===== src/rtl/spi_slave_pkg.sv =====
// Shared types and constants for the SPI slave front end.
package spi_slave_pkg;

    typedef enum logic [2:0] {
        IDLE      = 3'd0,
        CHK_CMD   = 3'd1,
        WRITE     = 3'd2,
        READ_ADD  = 3'd3,
        READ_DATA = 3'd4
    } state_t;

    localparam logic [1:0] CMD_WR_ADDR = 2'b00;
    localparam logic [1:0] CMD_WR_DATA = 2'b01;
    localparam logic [1:0] CMD_RD_ADDR = 2'b10;
    localparam logic [1:0] CMD_RD_DATA = 2'b11;

    // A frame is the 2-bit command followed by one RAM word.
    function automatic int unsigned frame_width(input int unsigned data_width);
        return data_width + 2;
    endfunction

endpackage


===== src/rtl/spi_tx_serializer.sv =====
// Parallel-load, MSB-first shifter driving the registered MISO line.
module spi_tx_serializer
    import spi_slave_pkg::*;
#(
    parameter int unsigned DATA_WIDTH = 8
) (
    input  logic                  clk,
    input  logic                  rst_n,
    input  logic                  clear,
    input  logic                  load,
    input  logic [DATA_WIDTH-1:0] data,
    output logic                  miso,
    output logic                  done
);

    localparam int unsigned CW = $clog2(frame_width(DATA_WIDTH));
    localparam logic [CW-1:0] TX_LAST = CW'(DATA_WIDTH - 1);

    logic [DATA_WIDTH-1:0] shift_reg;
    logic [CW-1:0]         bit_cnt;
    logic                  active;

    always_ff @(posedge clk or negedge rst_n) begin
        if (!rst_n) begin
            shift_reg <= '0;
            bit_cnt   <= '0;
            active    <= 1'b0;
            miso      <= 1'b0;
        end else if (clear) begin
            shift_reg <= '0;
            bit_cnt   <= '0;
            active    <= 1'b0;
            miso      <= 1'b0;
        end else if (load) begin
            // MSB goes straight to the line; the register holds the remainder.
            miso      <= data[DATA_WIDTH-1];
            shift_reg <= data << 1;
            bit_cnt   <= '0;
            active    <= 1'b1;
        end else if (active) begin
            if (bit_cnt == TX_LAST) begin
                miso   <= 1'b0;
                active <= 1'b0;
            end else begin
                miso      <= shift_reg[DATA_WIDTH-1];
                shift_reg <= shift_reg << 1;
                bit_cnt   <= bit_cnt + CW'(1);
            end
        end
    end

    assign done = active && (bit_cnt == TX_LAST);

endmodule


===== src/rtl/spi_slave_if.sv =====
// SPI slave: deserialises command frames toward the RAM and serialises
// the RAM read word back onto MISO.
module spi_slave_if
    import spi_slave_pkg::*;
#(
    parameter  int unsigned DATA_WIDTH  = 8,
    localparam int unsigned FRAME_WIDTH = frame_width(DATA_WIDTH)
) (
    input  logic                   clk,
    input  logic                   a_rst_n,
    input  logic                   ss_n,
    input  logic                   mosi,
    output logic                   miso,
    output logic [FRAME_WIDTH-1:0] rx_data,
    output logic                   rx_valid,
    input  logic [DATA_WIDTH-1:0]  tx_data,
    input  logic                   tx_valid
);

    localparam int unsigned CW = $clog2(FRAME_WIDTH);
    localparam logic [CW-1:0] RX_LAST = CW'(DATA_WIDTH);

    state_t                 state;
    state_t                 next_state;
    logic [CW-1:0]          bit_cnt;
    logic [FRAME_WIDTH-1:0] shift_reg;
    logic                   rx_done;
    logic                   rd_addr_flag;
    logic                   tx_started;
    logic                   tx_load;
    logic                   tx_clear;
    logic                   tx_done;
    logic                   receiving;

    always_ff @(posedge clk or negedge a_rst_n) begin
        if (!a_rst_n) begin
            state <= IDLE;
        end else begin
            state <= next_state;
        end
    end

    always_comb begin
        next_state = state;
        case (state)
            IDLE: begin
                if (!ss_n) next_state = CHK_CMD;
            end
            CHK_CMD: begin
                if (ss_n) begin
                    next_state = IDLE;
                end else if (mosi != CMD_RD_ADDR[1]) begin
                    next_state = WRITE;
                end else if (!rd_addr_flag) begin
                    next_state = READ_ADD;
                end else begin
                    next_state = READ_DATA;
                end
            end
            WRITE, READ_ADD, READ_DATA: begin
                if (ss_n) next_state = IDLE;
            end
            default: next_state = IDLE;
        endcase
    end

    assign receiving = (state == WRITE) || (state == READ_ADD) || (state == READ_DATA);

    // Read word is only accepted once the READ_DATA frame is complete, and once per transaction.
    assign tx_load  = (state == READ_DATA) && rx_done && !tx_started && tx_valid && !ss_n;
    assign tx_clear = ss_n || (state != READ_DATA);

    always_ff @(posedge clk or negedge a_rst_n) begin
        if (!a_rst_n) begin
            bit_cnt      <= '0;
            shift_reg    <= '0;
            rx_data      <= '0;
            rx_valid     <= 1'b0;
            rx_done      <= 1'b0;
            rd_addr_flag <= 1'b0;
            tx_started   <= 1'b0;
        end else begin
            rx_valid <= 1'b0;
            if (ss_n || state == IDLE) begin
                bit_cnt    <= '0;
                shift_reg  <= '0;
                rx_done    <= 1'b0;
                tx_started <= 1'b0;
            end else if (state == CHK_CMD) begin
                shift_reg <= {shift_reg[FRAME_WIDTH-2:0], mosi};
                bit_cnt   <= '0;
                rx_done   <= 1'b0;
            end else if (receiving) begin
                if (!rx_done) begin
                    shift_reg <= {shift_reg[FRAME_WIDTH-2:0], mosi};
                    if (bit_cnt == RX_LAST) begin
                        // Counter stays at RX_LAST; rx_done blocks further sampling.
                        rx_data  <= {shift_reg[FRAME_WIDTH-2:0], mosi};
                        rx_valid <= 1'b1;
                        rx_done  <= 1'b1;
                        if (state == READ_ADD) rd_addr_flag <= 1'b1;
                    end else begin
                        bit_cnt <= bit_cnt + CW'(1);
                    end
                end
                if (tx_load) tx_started   <= 1'b1;
                if (tx_done) rd_addr_flag <= 1'b0;
            end
        end
    end

    spi_tx_serializer #(
        .DATA_WIDTH(DATA_WIDTH)
    ) u_tx (
        .clk  (clk),
        .rst_n(a_rst_n),
        .clear(tx_clear),
        .load (tx_load),
        .data (tx_data),
        .miso (miso),
        .done (tx_done)
    );

endmodule


===== config.mk =====
export PLATFORM = sky130hd
export DESIGN_NAME = spi_slave_if
export DESIGN_NICKNAME = d
export VERILOG_FILES = /design/src/rtl/spi_slave_pkg.sv /design/src/rtl/spi_tx_serializer.sv /design/src/rtl/spi_slave_if.sv
export SDC_FILE = /design/constraint.sdc
export NUM_CORES = 1
export LEC_CHECK = 0
export ABC_AREA = 1
export CAP_MARGIN = 15
export CELL_PAD_IN_SITES_DETAIL_PLACEMENT = 0
export CELL_PAD_IN_SITES_GLOBAL_PLACEMENT = 1
export CORE_ASPECT_RATIO = 0.75
export CORE_UTILIZATION = 37
export DETAILED_ROUTE_END_ITERATION = 16
export MAX_ROUTING_LAYER = met4
export PLACE_DENSITY_LB_ADDON = 0.12
export SLEW_MARGIN = 30
export SYNTH_ARGS = -nofsm -noshare
export SYNTH_HDL_FRONTEND = slang
export SYNTH_SLANG_ARGS = --single-unit

===== constraint.sdc =====
create_clock -name clk -period 1.3 [get_ports clk]
set_input_delay 0.26 -clock clk [delete_from_list [all_inputs] [get_ports clk]]
set_output_delay 0.26 -clock clk [all_outputs]
set_load 0.02 [all_outputs]

==> metrics.md, run 1 <==
| Metric | Value |
|---|---|
| Status | complete, but fails checks |
| Violated checks | setup timing |
| Setup crit end kind | flop |
| Die width | roughly 90 µm |
| Skew final | roughly 0.012 ns |
| Pin count of the biggest net entering global routing | 20 |
| GRT Resource Usage Total | around a fifth |
| PD cells | approximately 810 nW/µm² |
| Pre-antenna DRT Iters | 4 |
| Max rail drop VDD | about 0.00043 V |
| Clk slew on worst S/H paths | roughly 0.080 ns |
| Fmax | a little under 700 MHz |
| Max-cap viol count | 0 |
| Critical path's top delay family | simple AND/OR/NAND/NOR gates |
| Hold Violations, Final | 0 |
| Period minus WS final | approximately 1.5 ns |
| Slew at the pin closest to its max-slew limit | between 0.4 and 0.5 ns |
| CTS Buf Count | 5 |
| Mapped Cells | 257 |
| FILL cells | about 480 |
| Leak | 1.69 nW |
| Worst stage delay on the critical path | 0.41 ns |
| P&R area growth vs syn | 57.2% |
| Routed wire length | approximately 5.6 mm |
| Critical-path top delay cell | dfrtp_1 |
| Placer congestion estimate | 0.790 |
| I/O pin count | 25 |
| Synth Register Bits | 43 |
| Commonest cells after routing, fill and taps aside | nand2_1, buf_4, dfrtp_1 |
| Area taken by multi-input logic gates | ~1200 µm² |
| Initial Util | about two fifths |
| Worst-path fanout max | 3 |
| Most frequent CP cell | nand2_1 |
| Clock Latency Late Sink | 0.30 ns |
| Slew HR | roughly 71% |
| Nets | roughly 370 |
| Yosys cell types | 28 |
| Syn_area_per_cell | about 8.4 µm² |
| Commonest non-fill, non-tap cell in the layout | nand2_1 |
| Vias in the first global route | between 1500 and 2000 |
| Crit-path cells | inv_2, ha_4, nand2_4, nor2_4, buf_4, nand3b_1, nand2_1, nand2_1, nand2_1, nand2_1 |
| CTS tree | built |
| CTS sink count | between 40 and 50 |
| RSZ-0062 raised after global routing | yes |
| DIE HEIGHT | a little under 70 µm |
| Routed vias | 1989 |
| Max reg flops | 10 |
| Worst setup path category | reg2reg |
| Crit path DAT | around 1.7 ns |
| Min Hold Slack | roughly 0.4 ns |
| Diodes inserted | 0 |
| Final setup fails | 37 |
| DR iter-0 viols | 144 |
| Total core area | ~5500 µm² |
| Fin. max-slew vios | 0 |
| Ys flop type | dfrtp_1 |
| Root Driver | clkbuf_8 |
| Initial antenna violation count | 0 |
| Wire per inst | approximately 13 µm |
| Overall Power | approximately 0.0027 W |
| Crit path required time | 1.50 ns |
| Share of cells above drive strength 1 | approximately two fifths |
| Worst path bufs/invs | 2 |
| Min setup slack post-route | -0.165 ns |
| Drt drc | 0 |
| First-pass GRT wire length | 9.17 mm |
| Syn_nets | about 270 |
| Dpl cell area | 2820 µm² |
| Detail Route Antenna Nets | 0 |
| Final clock period utilization by the worst path | 113% |
| Number of warning messages in the yosys log | 0 |
| I/O Buffers | 24 |
| Storage element area | roughly 1100 µm² |
| # rows | 23 |
| Die area | 6120 µm² |
| Cell area after synthesis | 2150 µm² |
| Hold crit path type | in2async |
| Sequential area share after synthesis | about half |
| Async SR Flop Fraction | 100% |
| Post-synth EDFFs | 0 |
| Crit start category | flop |
| Fin area | 3380 µm² |
| H-Tree Depth | 2 |
| Routed vias/inst | 4.69 |
| Post-DP HPWL | about 3.6 mm |
| CTS Buffer Depth | 2 |
| Gr ovfl total | 0 |
==> metal layers <==
| layer | global-route usage (%) | routed length (µm) | up-vias |
|---|---|---|---|
| li1 | - | - | 1021 |
| met1 | 27.1 | 2940 | 941 |
| met2 | 30.9 | 2490 | 23 |
| met3 | 4.78 | 162 | 4 |
| met4 | 3.23 | 28 | 0 |
| met5 | - | 0 | - |
==> through the flow <==
step	cells	util, %	setup slack (ns)	setup TNS [ns]
6_report	424	61.8	-0.165	-3.05
3_5_place_dp	398	51.6	-0.431	-11.94
3_3_place_gp	398	51.6	-0.391	-11.65
5_1_grt	424	61.8	-0.230	-5.88
4_1_cts	418	57.3	-0.126	-2.48
2_1_floorplan	257	-	-0.0218	-0.131
==> final cells by class <==
class | count | area share (%)
clock buffer | 5 | 2.04
clock inverter | 2 | 0.408
inverter | 24 | 2.74
multi-input combinational | 188 | 36.5
sequential | 43 | 31.9
tap | 75 | 2.78
timing repair buffer | 87 | 23.6
==> cells by family (layout without fill, tap and decap cells) <==
group           Yosys count  in the layout  share of synthesized area, %
xor+xnor                  1              1                         0.408
compound gates           38             38                          9.44
flops                    43             43                          50.1
buf+inv                  30            118                          6.76
fa+ha+maj                 3              3                          1.75
simple gates            142            146                          31.6
==> final timing paths <==
check                                        from                       end  slack [ns]  cells after the start
max                        bit_cnt[1]$_DFFE_PN0P_  rd_addr_flag$_DFFE_PN0P_       -0.17                     10
min                                       a_rst_n    bit_cnt[2]$_DFFE_PN0P_        0.40                      2
max reg2reg                bit_cnt[1]$_DFFE_PN0P_  rd_addr_flag$_DFFE_PN0P_       -0.17                     10
min reg2reg                rx_data[8]$_DFFE_PN0P_    rx_data[8]$_DFFE_PN0P_        0.48                      2
max in group asynchronous                 a_rst_n    rx_data[5]$_DFFE_PN0P_        0.45                      3
min in group clk           rx_data[8]$_DFFE_PN0P_    rx_data[8]$_DFFE_PN0P_        0.48                      2
==> power by group <==
group	internal (W)	switching (W)
combinational	0.000265	0.000254
sequential	0.00135	0.0000152
clock	0.000368	0.000480
==> Yosys cell counts (3+ instances only) <==
master   number  share of area [%]
a21oi_1       8                1.9
nand4_1       5                1.5
nand2_4       4                2.1
nand3_1      21                4.9
inv_1        22                3.8
dfrtp_1      43                 50
o21ai_1      16                3.7
ha_1          3                1.7
o21ai_0      11                2.6
nor3_1        5                1.2
nand2_1      90                 16
nor2_1        7                1.2
buf_6         4                2.1
==> repair_timing <==
action                                  in CTS  in global routing
buffers inserted                             9                  4
pin swaps                                   13                 27
hold endpoints to repair                    10                  0
gates resized for setup                     48                 54
endpoints found under the setup margin      48                 45
cloned                                       3                  2
hold buffers                                 1                  0
(Power assumes the default switching activity.)
==> run 2, diff against run 1 <==
--- a/config.mk
+++ b/config.mk
@@ -6,11 +6,8 @@
 export NUM_CORES = 1
 export LEC_CHECK = 0
 export ABC_AREA = 1
-export CAP_MARGIN = 15
-export CELL_PAD_IN_SITES_DETAIL_PLACEMENT = 0
-export CELL_PAD_IN_SITES_GLOBAL_PLACEMENT = 1
 export CORE_ASPECT_RATIO = 0.75
-export CORE_UTILIZATION = 37
+export CORE_UTILIZATION = 43
 export DETAILED_ROUTE_END_ITERATION = 16
 export MAX_ROUTING_LAYER = met4
 export PLACE_DENSITY_LB_ADDON = 0.12
==> run 2 against run 1 <==
The flow still finishes with violations (setup timing). Non-clock buffer count down 6. Routed wire length decreased by 0.89%. Count of clock-buffer cells in the layout increased by 1. Cell count down 5.0%. Highest routed layer unchanged. Sequential cell count stayed put. Utilization rose by 11 points. First-iteration DRC count fell by 24%. Sequential power about the same. Sequential share of layout area rose by 0.34 points. Worst hold slack better by 0.046 ns.
==> metrics.md, run 2 (synthesis gave the netlist of run 1 again) <==
| Metric | Value |
|---|---|
| Initial Util | 46.5% (+7.2 points) |
| Min setup slack post-route | -0.138 ns (+0.0275 ns) |
| RSZ-0062 raised after global routing | yes |
| Vias in the first global route | 1989 (+2.3%) |
| Clock power share | 41.2% (+10 points) |
| Wire per inst | 13.8 µm (+4.3%) |
| Final Util | 72.4% (+11 points) |
| DIE HEIGHT | 63.2 µm (-7.0%) |
| Final setup fails | 26 (-30%) |
| Drt drc | 0 (unchanged) |
| Worst-path fanout max | 6 (+3) |
| Share of cells above drive strength 1 | 38.2% (-1.7 points) |
| Nets | 361 (-1.1%) |
| Crit-path cells | inv_2, ha_4, nand2_4, nor2_4, nand2_4, buf_4, o21ai_1, nand2_1 |
| Max rail drop VDD | 0.000648 V (+49%) |
| Overall Power | 0.00304 W (+11%) |
| I/O Buffers | 24 (unchanged) |
| Setup crit end kind | flop |
| Fin. max-slew vios | 0 (unchanged) |
| Hold Violations, Final | 0 (unchanged) |
| Pre-antenna DRT Iters | 4 (unchanged) |
| Violated checks | setup timing |
| Clk slew on worst S/H paths | 0.08 ns (about the same) |
| Slew HR | 83.3% (+12 points) |
| Routed vias/inst | 5.09 (+8.5%) |
| Max-cap viol count | 0 (unchanged) |
| First-pass GRT wire length | 9.28 mm (+1.2%) |
| Pin count of the biggest net entering global routing | 44 (+120%) |
| P&R area growth vs syn | 55.9% |
| Skew final | 0.00395 ns (-0.00772 ns) |
| Critical path's top delay family | simple AND/OR/NAND/NOR gates |
| CTS Buf Count | 5 (unchanged) |
| CP Depth | 8 (-2) |
| Worst stage delay on the critical path | 0.40 ns (about the same) |
| Combinational share of power | 13.6% (-5.4 points) |
| Commonest non-fill, non-tap cell in the layout | nand2_1 |
| Crit path required time | 1.49 ns (about the same) |
| Worst setup path category | reg2reg |
| GRT Resource Usage Total | 22.9% (+3.0 points) |
| Most frequent CP cell | nand2_4 |
| Status | complete, but fails checks |
| Clock Latency Late Sink | 0.30 ns (about the same) |
| Detail Route Antenna Nets | 0 (unchanged) |
| Int Power | 0.00232 W (+17%) |
| Total core area | 4620 µm² (-15%) |
| Die width | 83.6 µm (-7.1%) |
| Gr ovfl total | 0 (unchanged) |
| Period minus WS final | 1.44 ns (-0.0275 ns) |
| Worst path bufs/invs | 2 (unchanged) |
| DR iter-0 viols | 109 (-24%) |
| CTS tree | built |
| Hold crit path type | in2async |
| Reg2Reg Depth | 8 (-2) |
| Crit path DAT | 1.63 ns (-0.03 ns) |
| Routed wire length | 5.57 mm (-0.89%) |
| P_sw | 0.000718 W (-4.1%) |
| Post-route setup TNS | -1.70 ns (+1.35 ns) |
| Initial antenna violation count | 0 (unchanged) |
| Diodes inserted | 0 (unchanged) |
| H-Tree Depth | 2 (unchanged) |
| Slew at the pin closest to its max-slew limit | 0.250 ns (-0.179 ns) |
| CTS Buffer Depth | 2 (unchanged) |
| CTS sink count | 43 (unchanged) |
| Final clock period utilization by the worst path | 111% (-2.1 points) |
| Critical-path top delay cell | dfrtp_1 |
| PD cells | 908 nW/µm² (+12%) |
| Reg power frac | 45.3% (-4.7 points) |
| Switching Share | 23.6% (-3.8 points) |
| Die area | 5290 µm² (-14%) |
| Max reg flops | 10 (unchanged) |
| Root Driver | clkbuf_8 |
| Placer congestion estimate | 0.787 (-0.38%) |
| Min Hold Slack | 0.446 ns (+0.0458 ns) |
| Crit start category | flop |
| # rows | 21 (-8.7%) |
| Fmax | 696 MHz (+1.9%) |
| Leak | 1.73 nW (+2.8%) |
| I/O pin count | 25 (unchanged) |
| Routed vias | 2052 (+3.2%) |
| Post-DP HPWL | 3.29 mm (-9.1%) |
| Commonest cells after routing, fill and taps aside | nand2_1, buf_4, dfrtp_1 |
==> run 2: cell count changes in the layout (fill, tap and decap cells not counted), sizes merged <==
cell	previous run	this run
clkinv	2	1
clkbuf	5	6
nand2	99	101
inv	24	23
buf	63	57
bufinv	0	2
==> run 2: routing by layer <==
metal / GRT usage (%) / up-vias / part of all wire, %
met1: 31.0 / 996 / 49
met4: 6.99 / 0 / 1.4
met3: 4.46 / 9 / 3.4
met2: 35.1 / 37 / 46
li1: - / 1010 / -
met5: - / - / 0
==> run 2: final timing paths <==
check	startpoint	to	slack [ns]
max in group asynchronous	a_rst_n	rx_done$_DFFE_PN0P_	0.60
min in group clk	u_tx.shift_reg[1]$_DFFE_PN0P_	u_tx.shift_reg[1]$_DFFE_PN0P_	0.48
worst max register to register	bit_cnt[0]$_DFFE_PN0P_	rx_data[4]$_DFFE_PN0P_	-0.14
worst min register to register	u_tx.shift_reg[1]$_DFFE_PN0P_	u_tx.shift_reg[1]$_DFFE_PN0P_	0.48
worst max-delay path	bit_cnt[0]$_DFFE_PN0P_	rx_data[4]$_DFFE_PN0P_	-0.14
worst min-delay path	a_rst_n	state[2]$_DFFE_PN0P_	0.45
==> run 2: through the flow <==
stage | setup WS, ns | instance area [µm²] | std cells
after global placement | -0.362 | 2760 | 373
after global routing | -0.217 | 3350 | 403
final | -0.138 | 3350 | 403
after detailed placement | -0.400 | 2760 | 373
after floorplan | -0.0218 | 2160 | 257
after CTS | -0.107 | 3170 | 398
==> run 2: power groups by stage <==
stage	Combinational, W	Clock [W]	Sequential, W
floorplan	0.000126	0	0.00140
global placement	0.000357	0	0.00139
detailed placement	0.000357	0	0.00139
CTS	0.000398	0.00127	0.00137
global route	0.000446	0.00134	0.00138
finish	0.000412	0.00125	0.00138
==> run 2: tightest hold or removal path: stages <==
cell and delay (ns):
dlygate4sd3_1 0.52, buf_2 0.12, buf_12 0.23
==> run 2: repair_timing <==
item / in CTS / in global routing
endpoints found under the hold margin: 43 / 0
setup buffers: 12 / 3
hold buffers: 1 / 0
pin swaps: 12 / 13
endpoints found under the setup margin: 49 / 46
gates resized for setup: 47 / 40
gates cloned: 4 / 2
==> run 2: layout make-up <==
class / count / area (µm²)
fill: 353 / 1270
multi-input combinational: 190 / 1240
inverter: 24 / 95.1
clock inverter: 2 / 60.1
tap: 57 / 71.3
sequential: 43 / 1080
clock buffer: 6 / 72.6
timing repair buffer: 81 / 732
==> run 3, diff against run 2 <==
--- a/config.mk
+++ b/config.mk
@@ -11,7 +11,6 @@
 export DETAILED_ROUTE_END_ITERATION = 16
 export MAX_ROUTING_LAYER = met4
 export PLACE_DENSITY_LB_ADDON = 0.12
-export SLEW_MARGIN = 30
 export SYNTH_ARGS = -nofsm -noshare
 export SYNTH_HDL_FRONTEND = slang
 export SYNTH_SLANG_ARGS = --single-unit
==> results of run 3 <==
Final layout, timing and power as in run 2 (identical DEF).
